[config.mk]
export PLATFORM = sky130hd
export DESIGN_NAME = raw_stream_arb
export DESIGN_NICKNAME = d
export VERILOG_FILES = /design/src/rtl/raw_stream_arb.sv
export SDC_FILE = /design/constraint.sdc
export NUM_CORES = 1
export LEC_CHECK = 0
export BUFFER_PORTS_ARGS = -buffer_cell sky130_fd_sc_hd__buf_2
export CAP_MARGIN = 15
export CORE_ASPECT_RATIO = 2
export CORE_UTILIZATION = 40
export CTS_CLUSTER_SIZE = 8
export DETAILED_ROUTE_END_ITERATION = 16
export MAX_ROUTING_LAYER = met4
export PLACE_DENSITY = 0.68
export SETUP_SLACK_MARGIN = 0.1
export SLEW_MARGIN = 20
export SYNTH_ARGS = -nofsm -noshare
export SYNTH_HDL_FRONTEND = slang
export SYNTH_SLANG_ARGS = --single-unit
[constraint.sdc]
create_clock -name clk -period 5.8 [get_ports clk]
set_input_delay 0.58 -clock clk [delete_from_list [all_inputs] [get_ports clk]]
set_output_delay 0.58 -clock clk [all_outputs]
set_load 0.1 [all_outputs]
[src/rtl/raw_stream_arb.sv]
// Frame-granular round-robin arbiter for two dtype-framed 16-bit raw imager streams
// feeding one shared raw-to-32 packer; inserts a flush gap after every frame.
`ifndef DTYPE_WIDTH
`define DTYPE_WIDTH 4
`endif
`ifndef DTYPE_PIXEL
`define DTYPE_PIXEL (`DTYPE_WIDTH'(0))
`endif
`ifndef DTYPE_FRAME_START
`define DTYPE_FRAME_START (`DTYPE_WIDTH'(1))
`endif
`ifndef DTYPE_FRAME_END
`define DTYPE_FRAME_END (`DTYPE_WIDTH'(2))
`endif
`ifndef DTYPE_ROW_END
`define DTYPE_ROW_END (`DTYPE_WIDTH'(3))
`endif

module raw_stream_arb #(
  parameter int unsigned FLUSH_CYCLES = 4,
  parameter int unsigned TIMEOUT      = 1024
) (
  input  logic                    clk,
  input  logic                    reset,
  input  logic [1:0]              req,
  output logic [1:0]              gnt,
  input  logic [15:0]             datai0,
  input  logic                    dvi0,
  input  logic [`DTYPE_WIDTH-1:0] dtypei0,
  input  logic                    pack0,
  input  logic [15:0]             image_type0,
  input  logic [15:0]             datai1,
  input  logic                    dvi1,
  input  logic [`DTYPE_WIDTH-1:0] dtypei1,
  input  logic                    pack1,
  input  logic [15:0]             image_type1,
  output logic [15:0]             datao,
  output logic                    dvo,
  output logic [`DTYPE_WIDTH-1:0] dtypeo,
  output logic                    packo,
  output logic [15:0]             image_typeo,
  output logic                    active,
  output logic                    timeout_err
);

  localparam int unsigned DW = `DTYPE_WIDTH;
  localparam int unsigned TW = $clog2(TIMEOUT + 1);
  localparam int unsigned FW = $clog2(FLUSH_CYCLES + 1);
  localparam logic [DW-1:0] DT_FS = `DTYPE_FRAME_START;
  localparam logic [DW-1:0] DT_FE = `DTYPE_FRAME_END;

  typedef enum logic [1:0] {
    S_IDLE,
    S_WAIT_SOF,
    S_STREAM,
    S_FLUSH
  } state_t;

  state_t state, state_nxt;

  logic          ptr, ptr_nxt;
  logic          sel, sel_nxt;
  logic [TW-1:0] tcnt, tcnt_nxt;
  logic [FW-1:0] fcnt, fcnt_nxt;

  logic [1:0]    gnt_nxt;
  logic [15:0]   datao_nxt;
  logic          dvo_nxt;
  logic [DW-1:0] dtypeo_nxt;
  logic          packo_nxt;
  logic [15:0]   image_typeo_nxt;
  logic          active_nxt;
  logic          timeout_err_nxt;

  logic [15:0]   data_g;
  logic          dv_g;
  logic [DW-1:0] dt_g;
  logic          win;
  logic          sof_hit;
  logic          eof_hit;
  logic          tmo_hit;
  logic          flush_done;

  // Only the granted source is ever looked at; the other one's dvi never matters.
  assign data_g = sel ? datai1  : datai0;
  assign dv_g   = sel ? dvi1    : dvi0;
  assign dt_g   = sel ? dtypei1 : dtypei0;

  assign win        = req[ptr] ? ptr : ~ptr;
  assign sof_hit    = dv_g && (dt_g == DT_FS);
  assign eof_hit    = dv_g && (dt_g == DT_FE);
  assign tmo_hit    = (tcnt == TW'(TIMEOUT - 1));
  assign flush_done = (fcnt == FW'(FLUSH_CYCLES - 1));

  always_ff @(posedge clk or posedge reset) begin : state_reg
    if (reset) begin
      state <= S_IDLE;
    end else begin
      state <= state_nxt;
    end
  end

  always_comb begin : next_state
    state_nxt = state;
    unique case (state)
      S_IDLE: begin
        if (|req) state_nxt = S_WAIT_SOF;
      end
      S_WAIT_SOF: begin
        if (sof_hit)      state_nxt = S_STREAM;
        else if (tmo_hit) state_nxt = S_FLUSH;
      end
      S_STREAM: begin
        if (eof_hit) state_nxt = S_FLUSH;
      end
      S_FLUSH: begin
        if (flush_done) state_nxt = S_IDLE;
      end
      default: state_nxt = S_IDLE;
    endcase
  end

  // Computes the next value of every registered output; anything not assigned holds.
  always_comb begin : outputs
    gnt_nxt         = gnt;
    datao_nxt       = datao;
    dvo_nxt         = 1'b0;
    dtypeo_nxt      = dtypeo;
    packo_nxt       = packo;
    image_typeo_nxt = image_typeo;
    active_nxt      = active;
    timeout_err_nxt = 1'b0;
    ptr_nxt         = ptr;
    sel_nxt         = sel;
    tcnt_nxt        = tcnt;
    fcnt_nxt        = fcnt;
    unique case (state)
      S_IDLE: begin
        if (|req) begin
          gnt_nxt         = win ? 2'b10 : 2'b01;
          sel_nxt         = win;
          packo_nxt       = win ? pack1 : pack0;
          image_typeo_nxt = win ? image_type1 : image_type0;
          tcnt_nxt        = '0;
          active_nxt      = 1'b1;
        end
      end
      S_WAIT_SOF: begin
        if (sof_hit) begin
          datao_nxt  = data_g;
          dvo_nxt    = 1'b1;
          dtypeo_nxt = dt_g;
        end else begin
          tcnt_nxt = tcnt + TW'(1);
          if (tmo_hit) begin
            timeout_err_nxt = 1'b1;
            gnt_nxt         = '0;
            fcnt_nxt        = '0;
          end
        end
      end
      S_STREAM: begin
        datao_nxt  = data_g;
        dvo_nxt    = dv_g;
        dtypeo_nxt = dt_g;
        if (eof_hit) begin
          gnt_nxt  = '0;
          fcnt_nxt = '0;
        end
      end
      S_FLUSH: begin
        fcnt_nxt = fcnt + FW'(1);
        if (flush_done) begin
          active_nxt = 1'b0;
          ptr_nxt    = ~sel;
        end
      end
      default: ;
    endcase
  end

  always_ff @(posedge clk or posedge reset) begin : datapath_reg
    if (reset) begin
      gnt         <= '0;
      datao       <= '0;
      dvo         <= 1'b0;
      dtypeo      <= '0;
      packo       <= 1'b0;
      image_typeo <= '0;
      active      <= 1'b0;
      timeout_err <= 1'b0;
      ptr         <= 1'b0;
      sel         <= 1'b0;
      tcnt        <= '0;
      fcnt        <= '0;
    end else begin
      gnt         <= gnt_nxt;
      datao       <= datao_nxt;
      dvo         <= dvo_nxt;
      dtypeo      <= dtypeo_nxt;
      packo       <= packo_nxt;
      image_typeo <= image_typeo_nxt;
      active      <= active_nxt;
      timeout_err <= timeout_err_nxt;
      ptr         <= ptr_nxt;
      sel         <= sel_nxt;
      tcnt        <= tcnt_nxt;
      fcnt        <= fcnt_nxt;
    end
  end

endmodule
Word level (Yosys, flattened, before mapping)

Index checks and enable logic that the tools add are counted.

Register bits after elaboration: 60
Bits of input ports: 80
Logic and storage cells: 88

$add $sub $neg: 2
Magnitude comparators: 1
Equality and inequality tests: 14
Multiplexer cells: 39
Bitwise operators: 2
Reduce and logical (&&, ||, !) cells: 17

Operators with widths:

| kind                    | count |
|---|---|
| $mux W16                | 3 |
| $pmux W16 S2            | 1 |
| $mux W11                | 2 |
| $pmux W11 S2            | 1 |
| $mux W2                 | 10 |
| $ne A2 B2 Y1 const B    | 6 |
| $add A11 B1 Y11 const B | 1 |
| $eq A11 B10 Y1 const B  | 1 |
| $mux W1                 | 11 |
| $mux W3                 | 3 |
| $pmux W3 S3             | 1 |
| $mux W4                 | 2 |
| $pmux W2 S4             | 1 |
| $pmux W4 S2             | 1 |
| $reduce_and A4 Y1       | 2 |
| $pmux W2 S3             | 1 |
| $reduce_and A2 Y1       | 3 |
| $reduce_and A3 Y1       | 2 |
| $reduce_bool A2 Y1      | 3 |
| $reduce_bool A3 Y1      | 2 |
| $reduce_and A5 Y1       | 1 |
| $eq A2 B2 Y1 const B    | 2 |
| $eq A4 B1 Y1 const B    | 1 |
| $eq A4 B2 Y1 const B    | 1 |
| 10 further kinds        | 13 |

Logic depth before layout (Yosys ltp)

Gate-level depths: netlist (run 1).

Depth in word-level cells: 6
Mapped depth: 8

Worst setup path before layout (run 1)

OpenSTA, ideal clock, no wires.

Path kind: reg2reg
Start: reg tcnt[0]
End: reg fcnt[0]
Arrival time: 1.927 ns
Required time: 5.673 ns
Setup slack: 3.745 ns
Cell stages (with the launch flop): 7
Buffers on the path: 0
Period minus slack after synthesis: 2.055 ns
Cell sequence: dfrtp_1 ha_1 nand3_2 or4_4 a22oi_2 and3b_2 mux2_1

Cells in the longest elaborated chain, start to end: 3

Ends and longest elaborated chain:

| element                     | RTL line | RTL |
|---|---|---|
| start, declared             | 63       | `logic [TW-1:0] tcnt, tcnt_nxt;` |
| start signal, assigned      | 207      | `tcnt <= tcnt_nxt;` |
| $eq A11 B10 Y1              | 92       | `assign tmo_hit = (tcnt == TW'(TIMEOUT - 1));` |
| $ne A2 B2 Y1 (no line)      | --       |  |
| $reduce_and A4 Y1 (no line) | --       |  |
| end signal, assigned        | 208      | `fcnt <= fcnt_nxt;` |
| end, declared               | 64       | `logic [FW-1:0] fcnt, fcnt_nxt;` |

No other way between the ends.
A chain may end at the register's enable or synchronous reset.

Final worst setup path (run 1)

Start: reg sel
End: reg tcnt[5]

Cells in the longest elaborated chain, start to end: 5

Ends and longest elaborated chain:

| element                       | RTL line | RTL |
|---|---|---|
| start, declared               | 62       | `logic sel, sel_nxt;` |
| start signal, assigned        | 206      | `sel <= sel_nxt;` |
| $mux W4                       | 87       | `assign dt_g = sel ? dtypei1 : dtypei0;` |
| $eq A4 B1 Y1                  | 90       | `assign sof_hit = dv_g && (dt_g == DT_FS);` |
| $logic_and A1 B1 Y1 *         | 90       |  |
| $ne A2 B2 Y1 (no line) *      | --       |  |
| $reduce_and A3 Y1 (no line) * | --       |  |

Mark *: on every way between the ends. The rest lies on a longest branch, timed or not.

==> results of run 1 <==
## through the flow
step	std cells	hold WS, ns	setup slack (ns)	util
3_3_place_gp	508	0.460	3.33	0.514
5_1_grt	524	0.498	3.08	0.559
4_1_cts	524	0.478	3.22	0.559
2_1_floorplan	306	0.467	3.74	-
6_report	524	0.461	3.25	0.559
3_5_place_dp	508	0.466	3.23	0.514
## critical path: stages (launching register included)
cell and delay, ns:
dfrtp_1 0.56, buf_4 0.33, and4bb_2 0.29, o221ai_2 0.29
o211ai_1 0.40, o21bai_1 0.29, mux2_2 0.27
## worst max-delay path by stage
stage | end | slack, ns | depth (start not counted)
after floorplan | active | 3.74 | 1
after global placement | tcnt[5] | 3.33 | 6
after detailed placement | tcnt[5] | 3.23 | 6
after CTS | tcnt[5] | 3.22 | 6
after global routing | tcnt[5] | 3.08 | 6
final | tcnt[5] | 3.25 | 6
## layer usage
metal,GRT usage,share of wire
met1,0.182,0.38
met2,0.329,0.54
met3,0.0520,0.056
met4,0.0922,0.023
met5,-,0
## final cells by class
class,count,area (µm²)
clock inverter,6,87.6
timing repair buffer,125,636
multi-input combinational,220,1470
fill,662,3230
sequential,60,1500
inverter,11,41.3
clock buffer,10,239
tap,92,115
## synth_stat cells (3+ instances only)
cell,n
nand2_1,35
ha_1,8
or3_1,3
dfrtp_1,60
mux2_2,4
o21ai_0,31
buf_1,3
a21oi_1,25
inv_1,11
clkbuf_1,10
nor2b_1,4
nand3_1,4
mux2i_1,41
nor2_1,27
## logic make-up after synthesis
logic type               synth area share
AND/OR/NAND/NOR                     0.145
AO/OA/AOI/OAI                       0.139
multiplexers                        0.153
XOR/XNOR                          0.00574
adder cells (fa/ha/maj)            0.0328
flip-flops                          0.492
buffers and inverters              0.0328
==> impl_metrics.json, run 1 <==
{
  "ys_seq_elements": 60,
  "track_usage": 0.187,
  "start_util": 0.417,
  "port_buffers": 121,
  "area_growth_pct": 34.0,
  "vias_per_cell": 5.13,
  "cts_sinks": 60,
  "worstRegToRegCells": 6,
  "drive_gt1_frac": 0.363,
  "min_period_over_period": 0.440,
  "cp_max_fo": 21,
  "postCtsSetupBuffers": 0,
  "fin_crit_ns": 2.55,
  "place_area_um2": 3770,
  "synth_seq_area_share": 0.492,
  "dr.pass1.iters": 4,
  "synth_edf_count": 0,
  "critPathKind": "flip-flop to flip-flop",
  "hpwl_mm": 5.08,
  "antenna_found_initial": 0,
  "path_clk_slew_ns": 0.05,
  "mostFrequentLayoutCell": "buf_2",
  "fin_tns_setup_ns": 0,
  "netlist_instances": 306,
  "relSlewSlack": 0.371,
  "final_cell_mix": "buf_2, dfrtp_1, mux2i_1",
  "setup_violations": 0,
  "clock_skew_ns": 0.00511,
  "n_antenna_cell": 0,
  "die-area_um2": 8010,
  "yosysTopAreaCell": "dfrtp_1",
  "grt_pass1_vias": 2521,
  "syn_avg_cell_area_um2": 9.98,
  "synth_top_area_share": 0.492,
  "worst_setup_path_end_kind": "flip-flop",
  "startpoint_type": "flip-flop",
  "cts_tree": "done",
  "critPathArrivalTime_ns": 2.76,
  "holdBufCountCts": 0,
  "h-tree-depth": 3,
  "max_freq_ghz": 0.392,
  "drt_wl_total_mm": 6.76,
  "worstReg2RegStart": "sel",
  "cts_buffers": 9,
  "syn_area_um2": 3050,
  "cts_root_buf": "clkbuf_16",
  "vias": 2690,
  "nNetsFinal": 515,
  "slew_violations": 0,
  "grt_pass1_wl_mm": 11.1,
  "avgRoutedWirePerCell_um": 12.9,
  "rows": 44,
  "r2r_slack_ns": 3.25,
  "finalHoldViolations": 0,
  "tightest_slew_ns": 0.923,
  "stdcell_area_um2": 4090,
  "die_w_um": 63.8,
  "core-area_um2": 7320,
  "ios": 122,
  "yosys-top-cells-area": "dfrtp_1, mux2i_1, o21ai_0, nand2_1, a21oi_1",
  "grt_overflow": 0,
  "synthDistinctLibCells": 43,
  "gp_congestion": 0.807,
  "yosysWarnings": 0,
  "maxCapViolations": 0,
  "drtAntennaViolNets": 0,
  "synth_nets": 394,
  "fp.dieH_um": 126,
  "clock_latency_ns": 0.33,
  "rsz0062_at_grt": "false",
  "async_reset_ff_frac": 1.00,
  "cts_resized": 0,
  "status": "completed",
  "startpoint": "sel",
  "hold_class": "input port to asynchronous set/reset pin",
  "r2r_end": "tcnt[5]",
  "required_ns": 6.01,
  "largestRegisters": "datao: 16 flops, image_typeo: 16 flops, tcnt: 11 flops",
  "drc": 0,
  "cts_buffer_depth": 2,
  "grt_start_max_net_pins": 61,
  "synth_ff_type": "dfrtp_1",
  "drt-initial-drc-count": 142
}
Power of run 1 is not shown: default switching activity piles up to over one toggle a cycle in this logic, so the estimate is an artifact.
==> run 2: changes to the inputs <==
PLACE_DENSITY = 0.71   (was 0.68)
clock period = 2.05 ns   (was 5.8 ns; I/O delays follow)
==> run 2 against run 1 <==
  * Sequential cell count unchanged
  * Global-route usage up 0.77 points
  * Critical path depth down 1
  * Register-to-register slack worse by 3.2 ns
  * Non-clock buffer count up 17
  * Hold slack worse by 0.29 ns
  * Cell area up 5.3%
  * Sequential share of layout area down 1.8 points
==> impl_metrics.json, run 2 (synthesis results as in run 1) <==
{
  "seqCellArea_um2": 1500,
  "grt_start_max_net_pins": 41,
  "cts_tree": "done",
  "status": "completed",
  "fillers": 673,
  "r2r_slack_ns": 0.1,
  "dp.cells": 521,
  "track_usage": 0.194,
  "relSlewSlack": 0.496,
  "mostFrequentLayoutCell": "buf_2",
  "die_w_um": 63.8,
  "port_buffers": 121,
  "cts_sinks": 60,
  "fin_cells": 540,
  "rsz0062_at_grt": "true",
  "critPathArrivalTime_ns": 2.16,
  "area_growth_pct": 41.1,
  "drc": 0,
  "antenna_found_initial": 0,
  "rows": 44,
  "clock_latency_ns": 0.32,
  "gp_congestion": 0.856,
  "critPathKind": "flip-flop to flip-flop",
  "cts_buffers": 9,
  "slew_violations": 0,
  "setup_violations": 0,
  "hpwl_mm": 5.54,
  "vias_per_cell": 5.11,
  "min_period_over_period": 0.953,
  "ios": 122,
  "dr.pass1.iters": 4,
  "startpoint_type": "flip-flop",
  "cts_root_buf": "clkbuf_16",
  "drtAntennaViolNets": 0,
  "start_util": 0.417,
  "avgRoutedWirePerCell_um": 13.5,
  "final_cell_mix": "buf_2, dfrtp_1, mux2i_1",
  "fin_crit_ns": 1.95,
  "timing.hold.ws_ns": 0.169,
  "finalHoldViolations": 0,
  "tightest_slew_ns": 0.753,
  "n_antenna_cell": 0,
  "grt_overflow": 0,
  "drt_wl_total_mm": 7.27,
  "fin_tns_setup_ns": 0,
  "cts_buffer_depth": 2,
  "h-tree-depth": 3,
  "max_freq_ghz": 0.512,
  "vias": 2758,
  "drive_gt1_frac": 0.391,
  "hold_class": "input port to flip-flop",
  "worst_setup_path_end_kind": "flip-flop",
  "maxCapViolations": 0,
  "fp.dieH_um": 126,
  "nNetsFinal": 532,
  "path_clk_slew_ns": 0.06,
  "drt-initial-drc-count": 133,
  "clock_skew_ns": 0.00994,
  "grt_pass1_wl_mm": 11.8,
  "multi_input_area_um2": 1530,
  "cp_max_fo": 6,
  "required_ns": 2.26,
  "grt_pass1_vias": 2749,
  "largestRegisters": "datao: 16 flops, image_typeo: 16 flops, tcnt: 11 flops",
  "core-area_um2": 7320,
  "die-area_um2": 8010
}
==> run 2: metrics by stage <==
stage	utilization	area (µm²)	worst slack, ns
CTS	0.581	4250	0.0959
global placement	0.531	3890	0.117
floorplan	-	3060	0.101
finish	0.589	4310	0.0956
detailed placement	0.531	3890	0.0766
global route	0.589	4310	0.0515
==> run 2: worst paths after layout <==
path / from / endpoint / depth (start not counted)
worst min register to register: image_typeo[0] / image_typeo[0] / 2
worst min-delay path: image_type1[0] / image_typeo[0] / 3
worst max register to register: tcnt[4] / fcnt[0] / 5
min in group asynchronous: reset / state[0] / 3
worst max-delay path: tcnt[4] / fcnt[0] / 5
max in group asynchronous: reset / sel / 4
==> run 2: cell type report <==
type / instances / share of cell area
multi-input combinational: 220 / 0.354
timing repair buffer: 142 / 0.183
tap: 92 / 0.0267
inverter: 11 / 0.00958
sequential: 60 / 0.349
clock inverter: 3 / 0.0160
clock buffer: 12 / 0.0618
==> run 2: repair_timing <==
action / 4_1_cts / 5_1_grt
pin swaps: 0 / 4
endpoints found under the setup margin: 3 / 17
hold endpoints to repair: 8 / 0
setup buffers: 0 / 3
gates resized for setup: 2 / 5
hold buffers: 1 / 0
==> run 2: worst max-delay path, cell delays in order, from the launching register on <==
cell and delay [ns]:
dfrtp_1 0.43, nand4_1 0.18, or4_4 0.55, a22oi_2 0.16
and3b_2 0.22, mux2_1 0.31
==> run 2: layer usage <==
layer,vias up,global-route usage,wire length (µm),part of all wire
li1,1349,-,-,-
met1,1299,0.180,2620,0.36
met2,94,0.360,4140,0.57
met3,16,0.0474,335,0.046
met4,0,0.0882,178,0.024
met5,-,-,0,0
Power of run 2 is left out for the same reason.
